File: src/rtl/shift_sequencer_pkg.sv
// Shared definitions for the shift sequencer: FSM state encodings and the
// bit-counter width helper.
package shift_sequencer_pkg;

  typedef enum logic [1:0] {
    ST_IDLE  = 2'b00,
    ST_SHIFT = 2'b01,
    ST_DONE  = 2'b10
  } state_t;

  // Counter must be able to hold the value WIDTH itself (shown in DONE).
  function automatic int cnt_width(input int width);
    return $clog2(width + 1);
  endfunction

endpackage

File: src/rtl/shift_sequencer_reg.sv
// Parameterised shift register datapath: parallel load, shift with a fill bit
// entering the vacated end, and a synchronous clear used for reset and abort.
module shift_reg_w #(
  parameter int WIDTH     = 8,
  parameter bit MSB_FIRST = 1'b0
) (
  input  logic             clk,
  input  logic             clr,
  input  logic             load,
  input  logic             shift_en,
  input  logic [WIDTH-1:0] din,
  input  logic             fill,
  output logic [WIDTH-1:0] q
);

  logic [WIDTH-1:0] r_q;
  logic [WIDTH-1:0] w_shifted;

  // Next shifted value: left shift when MSB leaves first, right shift otherwise.
  always_comb begin
    w_shifted = r_q;
    if (MSB_FIRST) begin
      w_shifted = {r_q[WIDTH-2:0], fill};
    end else begin
      w_shifted = {fill, r_q[WIDTH-1:1]};
    end
  end

  // Register update; clear dominates load, load dominates shift.
  always_ff @(posedge clk) begin
    if (clr) begin
      r_q <= '0;
    end else if (load) begin
      r_q <= din;
    end else if (shift_en) begin
      r_q <= w_shifted;
    end
  end

  assign q = r_q;

endmodule

File: src/rtl/shift_sequencer.sv
// Shift sequencer top: accepts a word over start/ready, then clocks exactly
// WIDTH bits out serially and pulses done. Holds FSM, bit counter and decode.
module shift_sequencer
  import shift_sequencer_pkg::*;
#(
  parameter  int WIDTH     = 8,
  parameter  bit MSB_FIRST = 1'b0,
  localparam int CNT_W     = cnt_width(WIDTH)
) (
  input  logic             clk,
  input  logic             reset,
  input  logic             start,
  input  logic [WIDTH-1:0] din,
  input  logic             fill,
  input  logic             abort,
  output logic             ready,
  output logic             sout,
  output logic             sout_valid,
  output logic [WIDTH-1:0] q,
  output logic [CNT_W-1:0] bit_cnt,
  output logic             done
);

  state_t           r_state;
  state_t           w_next;
  logic [CNT_W-1:0] r_bit_cnt;
  logic [CNT_W-1:0] w_cnt_inc;
  logic             w_accept;
  logic             w_clr;
  logic             w_shift_en;
  logic [WIDTH-1:0] w_q;

  assign w_cnt_inc  = r_bit_cnt + CNT_W'(1);
  // abort blocks a same-cycle start; reset is folded in through w_clr priority.
  assign w_accept   = (r_state == ST_IDLE) && start && !abort;
  // abort only clears the datapath while a transfer is in flight.
  assign w_clr      = reset || (abort && (r_state != ST_IDLE));
  assign w_shift_en = (r_state == ST_SHIFT);

  shift_reg_w #(
    .WIDTH     (WIDTH),
    .MSB_FIRST (MSB_FIRST)
  ) u_shift_reg (
    .clk      (clk),
    .clr      (w_clr),
    .load     (w_accept),
    .shift_en (w_shift_en),
    .din      (din),
    .fill     (fill),
    .q        (w_q)
  );

  // State register.
  always_ff @(posedge clk) begin
    if (reset) begin
      r_state <= ST_IDLE;
    end else begin
      r_state <= w_next;
    end
  end

  // Next-state logic: IDLE -> SHIFT -> DONE -> IDLE, abort returns to IDLE.
  always_comb begin
    w_next = r_state;
    case (r_state)
      ST_IDLE: begin
        if (w_accept) w_next = ST_SHIFT;
      end
      ST_SHIFT: begin
        if (abort) begin
          w_next = ST_IDLE;
        end else if (w_cnt_inc == CNT_W'(WIDTH)) begin
          w_next = ST_DONE;
        end
      end
      ST_DONE: begin
        w_next = ST_IDLE;
      end
      default: begin
        w_next = ST_IDLE;
      end
    endcase
  end

  // Bit counter: zeroed on accept/abort, counts every shift, held otherwise.
  always_ff @(posedge clk) begin
    if (reset) begin
      r_bit_cnt <= '0;
    end else begin
      case (r_state)
        ST_IDLE: begin
          if (w_accept) r_bit_cnt <= '0;
        end
        ST_SHIFT: begin
          r_bit_cnt <= abort ? '0 : w_cnt_inc;
        end
        ST_DONE: begin
          if (abort) r_bit_cnt <= '0;
        end
        default: begin
          r_bit_cnt <= '0;
        end
      endcase
    end
  end

  assign ready      = (r_state == ST_IDLE);
  assign sout_valid = (r_state == ST_SHIFT);
  assign done       = (r_state == ST_DONE);
  assign sout       = MSB_FIRST ? w_q[WIDTH-1] : w_q[0];
  assign q          = w_q;
  assign bit_cnt    = r_bit_cnt;

endmodule

File: config.mk
export PLATFORM = sky130hd
export DESIGN_NAME = shift_sequencer
export DESIGN_NICKNAME = d
export VERILOG_FILES = /design/src/rtl/shift_sequencer_pkg.sv /design/src/rtl/shift_sequencer_reg.sv /design/src/rtl/shift_sequencer.sv
export SDC_FILE = /design/constraint.sdc
export NUM_CORES = 1
export LEC_CHECK = 0
export BUFFER_PORTS_ARGS = -buffer_cell sky130_fd_sc_hd__buf_2
export CORE_MARGIN = 1.5
export CORE_UTILIZATION = 45
export CTS_CLUSTER_SIZE = 30
export DETAILED_ROUTE_END_ITERATION = 6
export PLACE_DENSITY = 0.76
export SLEW_MARGIN = 0
export SYNTH_ARGS = -nofsm -noshare
export SYNTH_HDL_FRONTEND = slang
export SYNTH_SLANG_ARGS = --single-unit
File: constraint.sdc
create_clock -name clk -period 1.79 [get_ports clk]
set_clock_uncertainty 0.1 [all_clocks]
set_input_delay 0.179 -clock clk [delete_from_list [all_inputs] [get_ports clk]]
set_output_delay 0.179 -clock clk [all_outputs]
set_load 0.02 [all_outputs]
* Yosys cells after proc, flatten, opt, wreduce, memory -nomap -nowiden *
Cells that the tools add are included.

storage, ports and cells
  register bits = 14
  bits of input ports = 13
  output and inout bits = 16
  logic and storage cells = 30

cells by class
  add/subtract/negate cells = 1
  eq/ne operators = 6
  multiplexer cells = 10
  reduce and logical (&&, ||, !) cells = 10

operators with widths
  kind                                           number
  2-to-1 mux 8 bit                               2
  2-to-1 mux 4 bit                               3
  one-hot mux 4 bit (3 select lines)             1
  2-to-1 mux 2 bit                               3
  adder 4 x 1 -> 4 bit, second input constant    1
  == test 4 bit, second input constant           1
  one-hot mux 2 bit (2 select lines)             1
  AND reduction 2 bit                            2
  nonzero test 2 bit                             2
  logical AND 1 bit                              3
  != test 3 x 2 -> 1 bit, second input constant  1
  == test 2 x 1 -> 1 bit, second input constant  1
  == test 2 bit, second input constant           1
  zero test 2 bit                                1
  != test 2 x 1 -> 1 bit, second input constant  1
  != test 2 bit, second input constant           1
  zero test 1 bit                                1
  logical OR 1 bit                               1

* Longest topological paths before layout *
Gate-level depths: netlist of the first run.

  word-level depth = 5
  gate-level depth with buffers = 6
  mapped depth without buffers = 4

* Modules after synthesis *
Synthesis of the first run repeated with hierarchy kept, for this count alone.

second synthesis, totals
  cells, all modules = 75
  area total of the unflattened synthesis = 739.5 sq um

by module, submodules not included
  module           instances  cells each  area an instance (sq um)  seq. area each (sq um)
  shift_sequencer  1          40          370.4                     120.1
  shift_reg_w      1          35          369.1                     160.2

* Worst setup path before layout of the first run *
Ideal clock, no wire load.

  path kind = reg2reg
  from = register r_state[1]
  to = register r_state[0]
  setup time = 60 ps
  data arrival time = 1276 ps
  data required time = 1630 ps
  path slack = 354 ps
  stages on the path, launching flop included = 6
  path buffers = 2
  clock period less this slack = 1436 ps
  cells stage by stage = dfxtp_1 -> buf_6 -> or4b_1 -> buf_2 -> o21ai_1 -> o311a_1

on the way
  longest elaborated chain between the ends = 5
  elaborated cells between the ends (all ways) = 8
  classes of those cells = eq/ne: 3; mux: 1; reduce/logical: 4

RTL lines
  item                                     RTL line                                      text
  start, declared                          shift_sequencer.sv:24                         state_t r_state;
  start signal, assigned                   shift_sequencer.sv:58                         r_state <= w_next;
  zero test 2 bit                          shift_sequencer.sv:35, shift_sequencer.sv:65
  logical AND 1 bit (2 in series)          shift_sequencer.sv:35                         assign w_accept = (r_state == ST_IDLE) && start && !abort;
  != test 2 x 1 -> 1 bit (no source line)  n/a
  AND reduction 2 bit (no source line)     n/a

Several ways; a longest one is shown, not always the timed one.
A chain may end at the register's enable or synchronous reset.

* Final worst setup path of the first run *
  from = register r_state[1]
  to = output port sout_valid

on the way
  longest elaborated chain between the ends = 1

RTL lines
  item                    RTL line                text
  == test 2 x 1 -> 1 bit  shift_sequencer.sv:108  assign sout_valid = (r_state == ST_SHIFT);
  end, declared           shift_sequencer.sv:18   output logic sout_valid,

Every way passes these cells.

==> results of run 1 <==
## flip-flops by register name (all words and copies together) (netlist names)
signal         count
u_shift_reg.q      8
bit_cnt            4
r_state            2
## logic make-up after synthesis
logic type	Yosys count	share of synthesized area
flip-flops	14	0.4148
AND/OR/NAND/NOR	23	0.2241
XOR/XNOR	1	0.01297
AO/OA/AOI/OAI	28	0.2703
adder cells (fa/ha/maj)	1	0.01852
buffers and inverters	7	0.05926
## metrics by stage
| step | area (µm²) | utilization | total power [mW] | setup WS [ns] | std cells |
|---|---|---|---|---|---|
| after detailed placement | 813.3 | 0.6024 | 0.4417 | 0.2377 | 114 |
| after floorplan | 675.6 | - | 0.4025 | 0.3537 | 74 |
| after global placement | 813.3 | 0.6024 | 0.4395 | 0.2710 | 114 |
| after CTS | 849.6 | 0.6293 | 0.6710 | 0.1151 | 118 |
| after global routing | 849.6 | 0.6293 | 0.6932 | 0.02094 | 118 |
| final | 849.6 | 0.6293 | 0.6711 | 0.09855 | 118 |
## worst min path at each step
stage	start	endpoint	slack, ns
2_1_floorplan	reset	bit_cnt[0]	0.15
3_3_place_gp	reset	bit_cnt[0]	0.32
3_5_place_dp	reset	bit_cnt[0]	0.33
4_1_cts	reset	bit_cnt[0]	0.02
5_1_grt	reset	bit_cnt[0]	0.04
6_report	reset	bit_cnt[0]	0.02
## critical path, cell delays in order (launching register included)
cell      delay [ns]
dfxtp_1         0.51
nand2b_1        0.29
inv_2           0.14
buf_2           0.18
## Yosys cell counts (all sizes together) (2+ instances only)
library cell / n
a211oi: 2
a21oi: 11
a22oi: 10
buf: 4
dfxtp: 14
inv: 3
nand2: 3
nand2b: 2
nand3: 10
nor2: 2
nor4b: 2
o21ai: 2
## power groups by stage
stage | logic [mW] | clock network (mW) | registers [mW]
2_1_floorplan | 0.0502 | 0 | 0.352
3_3_place_gp | 0.0994 | 0 | 0.340
3_5_place_dp | 0.101 | 0 | 0.341
4_1_cts | 0.101 | 0.236 | 0.334
5_1_grt | 0.112 | 0.246 | 0.336
6_report | 0.102 | 0.236 | 0.334
## placed cells by master, fill, tap and decap left out, types with 2 or more instances in the layout
master / netlist / routed
a22oi_1: 10 / 10
nand2b_1: 2 / 2
inv_1: 2 / 2
clkbuf_4: 0 / 3
a211oi_1: 2 / 2
nor2_1: 2 / 2
nand3_1: 10 / 10
dfxtp_1: 14 / 14
a21oi_1: 11 / 11
nand2_1: 3 / 3
buf_2: 2 / 28
## per-layer routing
layer  part of all wire  vias up  wire length [µm]
met5                  0        -                 0
li1                   -      342                 -
met3              0.048        3                75
met1               0.49      321               762
met2               0.45       19               695
met4              0.014        0                21
## layout make-up
class / instances / area (µm²) / area share
multi-input cells: 53 / 355.3 / 0.4183
flip-flops and latches: 14 / 280.3 / 0.3299
repair buffers: 29 / 147.6 / 0.1738
clock buffers: 4 / 36.28 / 0.04271
well taps: 15 / 18.77 / 0.02209
inverters: 3 / 11.26 / 0.01325
==> impl_results.md, run 1 <==
- Postcts setup bufs: 0
- Area leader, netlist: dfxtp_1
- RSZ-0062 raised after global routing: no
- FMAX: 591.2 MHz
- Starting Density: 0.5005
- # fillers: 127
- Synth Instances: 74
- FF-to-FF setup slack: 0.21 ns
- CTS tree: built
- CTS Buf Count: 3
- Max-slew headroom at the worst pin: 0.6371
- M1 GR Usage: 0.2688
- Fraction of layout cells with a size suffix above 1: 0.3592
- Worst-case clock buffer depth: 2
- Number of cell rows: 13
- CTS Sinks: 14
- Crit Path Max Fanout: 9
- Final setup violation count: 0
- WL final: 1553 µm
- Die height: 41.75 µm
- Sw frac: 0.2741
- Synthesis-to-layout area growth: 25.74%
- Post-synth top area share: 0.4148
- Yosys reg bits: 14
- Hold Slack: 0.02261 ns
- DR pass1 iterations: 4
- Worst-path clk slew: 0.08 ns
- Hold Path Class: in2reg
- Die area: 0.001743 mm²
- Layout Nets: 118
- Seq/Total Area, Yosys: 0.4148
- Post-synth EDFFs: 0
- GR peak layer: met1
- Synth cell types: 26
- Critical Path RT: 1.51 ns
- WP data arrival: 1.41 ns
- Status: complete, no violations
- VDD IR max: 0.4364 mV
- Least-Margin Pin Slew: 0.5421 ns
- R2R Path Start: r_state[0]
- Hold_buf cts: 0
- Clk root buf: clkbuf_4
- Critical path destination: sout_valid
- Met3 Track Usage GR: 0.02609
- Leak pwr: 0.3706 nW
- Post-Route Setup TNS: 0 ns
- GPL Wtd Cong: 0.7689
- First-pass GRT wire length: 2539 µm
- Dpl hpwl: 1059 µm
- Vias: 685
- Total of max-cap violations: 0
- Main area contributors after synthesis: dfxtp_1 (41%), a22oi_1 (11%), a21oi_1 (8.1%), nand3_1 (7.4%), nor4b_4 (3.5%)
- Period minus WS final: 1.691 ns
- Period utilisation layout: 0.9449
- Flop pwr share: 0.497
- P per Cell Area: 789.9 mW/mm²
- Core area: 0.001350 mm²
- Io pins: 29
- Port buffer count: 28
- Worst R2R End: r_state[0]
- Syn_area_per_cell: 9.130 µm²
- Vias per inst: 5.805
- Clock share of power: 0.352
- Worst Hold Path Cells: 2
- GR Util met2: 0.2688
- Critical Path Start: r_state[1]
- Iteration-0 DRC Markers: 16
- NetSw: 183.9 µW
- Vias in the first global route: 587
- Antenna violations before repair: 0
- Final ANT Viol Nets: 0
- Tot GR Track Use: 0.1816
- Reg2reg path depth: 3
- FFs w/ async S/R, synth: 0
- Fin. Hold Viols: 0
- Clock latency on the worst-skew pair: 0.29 ns
- Slew Viols, Final: 0
- Ys flop type: dfxtp_1
- Die width: 41.75 µm
- H-tree lvl count: 1
- # diodes: 0
- Comb pwr share: 0.151
- Resized Gates After CTS: 0
- Total gr overflow: 0
- Critical Path End Type: output pin
- CP Launch Type: flip-flop
- P_int: 487.2 µW
- Yosys warns: 0
- CP Class: reg2out
- Post-Syn Nets: 88
- Routed wire length per instance: 13.16 µm
- Synthesized area: 675.6 µm²
- DRC Markers: 0
- Largest net degree at the start of global routing: 10
Power figures use the tool's default switching activity.
==> run 2, diff against run 1 <==
--- a/config.mk
+++ b/config.mk
@@ -5,12 +5,13 @@
 export SDC_FILE = /design/constraint.sdc
 export NUM_CORES = 1
 export LEC_CHECK = 0
+export ABC_AREA = 1
 export BUFFER_PORTS_ARGS = -buffer_cell sky130_fd_sc_hd__buf_2
 export CORE_MARGIN = 1.5
-export CORE_UTILIZATION = 45
+export CORE_UTILIZATION = 44
 export CTS_CLUSTER_SIZE = 30
 export DETAILED_ROUTE_END_ITERATION = 6
-export PLACE_DENSITY = 0.76
+export PLACE_DENSITY = 0.75
 export SLEW_MARGIN = 0
 export SYNTH_ARGS = -nofsm -noshare
 export SYNTH_HDL_FRONTEND = slang
==> run 2 against run 1 <==
  * Fmax grew 1.9%
  * Register-to-register slack better by 0.17 ns
  * Worst hold slack improved by 0.0062 ns
  * Largest power group unchanged
==> impl_results.md, run 2 <==
- Crit Path Max Fanout: 10
- Period minus WS final: 1.660 ns
- Critical Path RT: 1.51 ns
- Total gr overflow: 0
- WL final: 1504 µm
- P per Cell Area: 735.7 mW/mm²
- Antenna violations before repair: 0
- Area leader, netlist: dfxtp_1
- GPL Wtd Cong: 0.7574
- Post-synth EDFFs: 0
- Period utilisation layout: 0.9274
- Status: complete, no violations
- Max-slew headroom at the worst pin: 0.6110
- FFs w/ async S/R, synth: 0
- Hold Path Class: in2reg
- Count leader, synth: nand3_1
- CTS Buf Count: 3
- # diodes: 0
- FF-to-FF setup slack: 0.38 ns
- Worst min-delay path startpoint: reset
- First-pass GRT wire length: 2539 µm
- Vias in the first global route: 592
- Starting Density: 0.4866
- Leak pwr: 0.3826 nW
- Final ANT Viol Nets: 0
- Least-Margin Pin Slew: 0.5796 ns
- Post-Syn Nets: 103
- Resized Gates After CTS: 0
- Tot GR Track Use: 0.1904
- Main area contributors after synthesis: dfxtp_1 (43%), nand3_1 (15%), nand2_1 (10%), a31oi_1 (7.6%), a21oi_1 (4.6%)
- Top cells by count, synth: nand3_1 (20), nand2_1 (18), dfxtp_1 (14)
- Layout Nets: 135
- Ys flop type: dfxtp_1
- Final Core Density: 0.6154
- Routed wire length per instance: 11.22 µm
- Sw frac: 0.2833
- Iteration-0 DRC Markers: 17
- DRC Markers: 0
- Largest net degree at the start of global routing: 11
- Max FFs per register: 8
- Final Instance Area: 830.8 µm²
- DR pass1 iterations: 4
- Synthesis-to-layout area growth: 26.48%
- Synthesized area: 656.9 µm²
- Most frequent cells in the layout: buf_2 (28), nand3_1 (20), nand2_1 (18)
- Vias per inst: 5.336
- CTS tree: built
- WP data arrival: 1.38 ns
- Synth cell types: 17
- Port buffer count: 28
- Postcts setup bufs: 0
- Hold_buf cts: 0
- Comb pwr share: 0.171
- Yosys warns: 0
- H-tree lvl count: 1
- RSZ-0062 raised after global routing: no
- Worst R2R End: u_shift_reg.q[0]
- VDD IR max: 0.5669 mV
- Critical path destination: sout_valid
- Synth Instances: 89
- Critical Path Start: r_state[1]
- Core area: 0.001350 mm²
- CP Class: reg2out
- Clk root buf: clkbuf_4
- Most common cell after layout, fill and taps aside: buf_2
- Fin. Hold Viols: 0
- Vias: 715
- Syn_area_per_cell: 7.381 µm²
- Reg2reg path depth: 5
- NetSw: 173.1 µW
- Seq/Total Area, Yosys: 0.4267
- Clock share of power: 0.285
- Number of cell rows: 13
- Die width: 41.64 µm
- FMAX: 602.4 MHz
- Slew Viols, Final: 0
- Post-synth top area share: 0.4267
- Dpl hpwl: 1155 µm
- CP Launch Type: flip-flop
- Io pins: 29
- Worst-case clock buffer depth: 2
- CTS Sinks: 14
- Final setup violation count: 0
- Flop pwr share: 0.545
- Clock latency on the worst-skew pair: 0.27 ns
- Die height: 41.64 µm
- Critical Path End Type: output pin
- Yosys reg bits: 14
- DP Area: 808.3 µm²
- Worst-path clk slew: 0.08 ns
- Post-Route Setup TNS: 0 ns
- Die area: 0.001734 mm²
- R2R Path Start: r_state[0]
- P_int: 438.1 µW
- Fraction of layout cells with a size suffix above 1: 0.3025
- Total of max-cap violations: 0
==> run 2: changes by cell type after synthesis, moves of 5 or more <==
cell	before	now
a22oi_1	10	0
a21oi_1	11	6
a31oi_1	0	8
inv_1	2	7
nand3_1	10	20
nand2_1	3	18
==> run 2: cell type report <==
cell class                      instances  area, µm²
Fill cell                             132      519.2
Multi-Input combinational cell         65      331.6
Sequential cell                        14      280.3
Timing Repair Buffer                   29      147.6
Inverter                                8      30.03
Clock buffer                            3      22.52
Tap cell                               15      18.77
==> run 2: worst min-delay path by stage <==
stage                      end  slack, ns  cells after the start
global route        bit_cnt[2]       0.01                      2
floorplan           bit_cnt[1]       0.15                      1
finish              r_state[0]       0.03                      2
global placement    bit_cnt[3]       0.32                      2
CTS                 bit_cnt[2]       0.02                      2
detailed placement  bit_cnt[2]       0.32                      2
==> run 2: routing by layer <==
metal | vias up | global-route usage | routed length, µm
met2 | 34 | 0.2938 | 675
met1 | 307 | 0.2418 | 684
met3 | 2 | 0.07826 | 126
li1 | 372 | - | -
met4 | 0 | 0.05806 | 17
met5 | - | 0 | 0
==> run 2: stage by stage <==
stage          hold WS, ns  worst slack, ns  instances  power (mW)
2_1_floorplan       0.1481           0.5399         89      0.4054
5_1_grt            0.01465          0.02966        134      0.6493
6_report           0.02883           0.1300        134      0.6112
4_1_cts            0.02245           0.1174        134      0.6191
3_5_place_dp        0.3231           0.3984        131      0.4452
3_3_place_gp        0.3204           0.4372        131      0.4437
==> run 2: cells by family (layout without fill, tap and decap cells) <==
group | after synthesis | after routing | synth area share
buffers and inverters | 10 | 40 | 0.06857
adders and majority gates | 1 | 1 | 0.01904
AOI/OAI and AO/OA | 17 | 17 | 0.1448
and+or+nand+nor | 47 | 47 | 0.3410
DFF | 14 | 14 | 0.4267
==> run 2: worst max-delay path, stage by stage (launching register included) <==
cell	delay, ns
dfxtp_1	0.34
inv_1	0.06
nand2_2	0.19
clkinv_1	0.28
buf_2	0.24
==> run 2: power groups by stage <==
stage	clock network [mW]	logic, mW	registers, mW
after floorplan	0	0.0524	0.353
after global placement	0	0.104	0.340
after detailed placement	0	0.105	0.340
after CTS	0.181	0.105	0.333
after global routing	0.200	0.114	0.335
final	0.174	0.104	0.333
==> run 3, diff against run 2 <==
--- a/config.mk
+++ b/config.mk
@@ -7,8 +7,10 @@
 export LEC_CHECK = 0
 export ABC_AREA = 1
 export BUFFER_PORTS_ARGS = -buffer_cell sky130_fd_sc_hd__buf_2
+export CELL_PAD_IN_SITES_DETAIL_PLACEMENT = 2
+export CELL_PAD_IN_SITES_GLOBAL_PLACEMENT = 2
 export CORE_MARGIN = 1.5
-export CORE_UTILIZATION = 44
+export CORE_UTILIZATION = 23
 export CTS_CLUSTER_SIZE = 30
 export DETAILED_ROUTE_END_ITERATION = 6
 export PLACE_DENSITY = 0.75
==> constraint.sdc (replaced) <==
create_clock -name clk -period 1.65 [get_ports clk]
set_clock_uncertainty 0.1 [all_clocks]
set_input_delay 0.165 -clock clk [delete_from_list [all_inputs] [get_ports clk]]
set_output_delay 0.165 -clock clk [all_outputs]
set_load 0.02 [all_outputs]
==> run 3 against run 2 <==
  * Die area increased by 84%
  * Worst setup slack got worse by 0.0025 ns
  * Total power increased by 9.3%
  * Sequential share of layout area decreased by 1.1 points
  * Design area increased by 3.5%
  * Critical endpoint unchanged
  * Largest cell class unchanged
  * Largest power group unchanged
==> impl_results.md, run 3 (synthesis gave the netlist of run 2 again) <==
- Status: complete, no violations
- DP Area: 835.8 µm²
- Final Instance Area: 859.6 µm²
- Critical Path RT: 1.38 ns
- Most common cell after layout, fill and taps aside: buf_2
- Die width: 56.44 µm
- Fin. Hold Viols: 0
- Worst-path clk slew: 0.08 ns
- Core area: 0.002734 mm²
- CTS tree: built
- R2R Path Start: r_state[0]
- Total of max-cap violations: 0
- Vias per inst: 4.914
- WL final: 2041 µm
- Routed wire length per instance: 13.52 µm
- P_int: 477.0 µW
- Vias: 742
- P per Cell Area: 777.0 mW/mm²
- Final worst slack: 0.1275 ns
- Clk root buf: clkbuf_4
- Worst min-delay path startpoint: reset
- Flop pwr share: 0.543
- Crit Path Max Fanout: 10
- CP Launch Type: flip-flop
- Least-Margin Pin Slew: 0.5617 ns
- Iteration-0 DRC Markers: 14
- GPL Wtd Cong: 0.7070
- Port buffer count: 28
- WP data arrival: 1.26 ns
- Total gr overflow: 0
- Worst-case clock buffer depth: 2
- Leak pwr: 0.3907 nW
- Tot GR Track Use: 0.1399
- Reg2reg path depth: 5
- Io pins: 29
- Largest net degree at the start of global routing: 11
- Vias in the first global route: 774
- Max FFs per register: 8
- Antenna violations before repair: 0
- Number of cell rows: 19
- NetSw: 190.9 µW
- Layout Nets: 136
- Fraction of layout cells with a size suffix above 1: 0.3167
- Hold Path Class: in2reg
- Final Core Density: 0.3144
- Critical Path End Type: output pin
- Post-Route Setup TNS: 0 ns
- Die height: 56.44 µm
- DRC Markers: 0
- Max-slew headroom at the worst pin: 0.6230
- Slew Viols, Final: 0
- Dpl hpwl: 1664 µm
- VDD IR max: 0.3980 mV
- Die area: 0.003185 mm²
- FMAX: 656.8 MHz
- Period minus WS final: 1.522 ns
- Comb pwr share: 0.178
- CTS Buf Count: 3
- FF-to-FF setup slack: 0.36 ns
- Final ANT Viol Nets: 0
- # diodes: 0
- Clock share of power: 0.279
- Clock latency on the worst-skew pair: 0.27 ns
- Synthesis-to-layout area growth: 30.86%
- Pwr Total: 667.9 µW
- CP Class: reg2out
- Starting Density: 0.2403
- Worst R2R End: u_shift_reg.q[7]
- CTS Sinks: 14
- Final setup violation count: 0
- H-tree lvl count: 1
- Sw frac: 0.2857
- Dpl ws: 0.2612 ns
- Worst hold endpoint: r_state[0]
- First-pass GRT wire length: 3505 µm
- Period utilisation layout: 0.9227
- RSZ-0062 raised after global routing: no
- Worst Hold Path Cells: 2
- Most frequent cells in the layout: buf_2 (28), nand3_1 (20), nand2_1 (18)
- DR pass1 iterations: 4
[run 3: how the worst max path moves through the flow]
stage | depth (start not counted) | end | start | slack (ns)
after floorplan | 5 | u_shift_reg.q[0] | r_state[1] | 0.40
after global placement | 4 | sout_valid | r_state[1] | 0.35
after detailed placement | 4 | sout_valid | r_state[1] | 0.26
after CTS | 4 | sout_valid | r_state[1] | 0.09
after global routing | 4 | sout_valid | r_state[1] | 0.005
final | 4 | sout_valid | r_state[1] | 0.13
[run 3: routing by layer]
layer,wire [µm],track usage
met5,0,0
met2,1041,0.2542
met1,888,0.1610
met3,111,0.04608
met4,0,0.02041
[run 3: final cells by class]
cell class,count,area (µm²)
timing repair buffer,30,155.1
tap,31,38.79
sequential,14,280.3
fill,338,1874
clock buffer,3,22.52
inverter,8,31.28
multi-input combinational,65,331.6
[run 3: what timing repair did]
action / 4_1_cts / 5_1_grt
hold buffers: 0 / 0
endpoints found under the setup margin: 1 / 0
setup buffers: 0 / 0
resized for setup: 1 / 0
[run 3: power by group through the flow]
| stage | Combinational (mW) | Clock [mW] | Sequential (mW) |
|---|---|---|---|
| 2_1_floorplan | 0.0568 | 0 | 0.383 |
| 3_3_place_gp | 0.118 | 0 | 0.370 |
| 3_5_place_dp | 0.121 | 0 | 0.371 |
| 4_1_cts | 0.122 | 0.204 | 0.363 |
| 5_1_grt | 0.132 | 0.222 | 0.365 |
| 6_report | 0.119 | 0.187 | 0.363 |
[run 3: worst max-delay path, cell delays in order (launching register included)]
cell,delay (ns)
dfxtp_1,0.34
inv_1,0.06
nand2_2,0.20
clkinv_2,0.19
buf_2,0.20
[run 3: stage by stage]
step	hold WS (ns)	cells
after floorplan	0.1341	89
after global placement	0.3113	148
after detailed placement	0.3182	148
after CTS	0.01807	151
after global routing	0.02084	151
final	0.02138	151
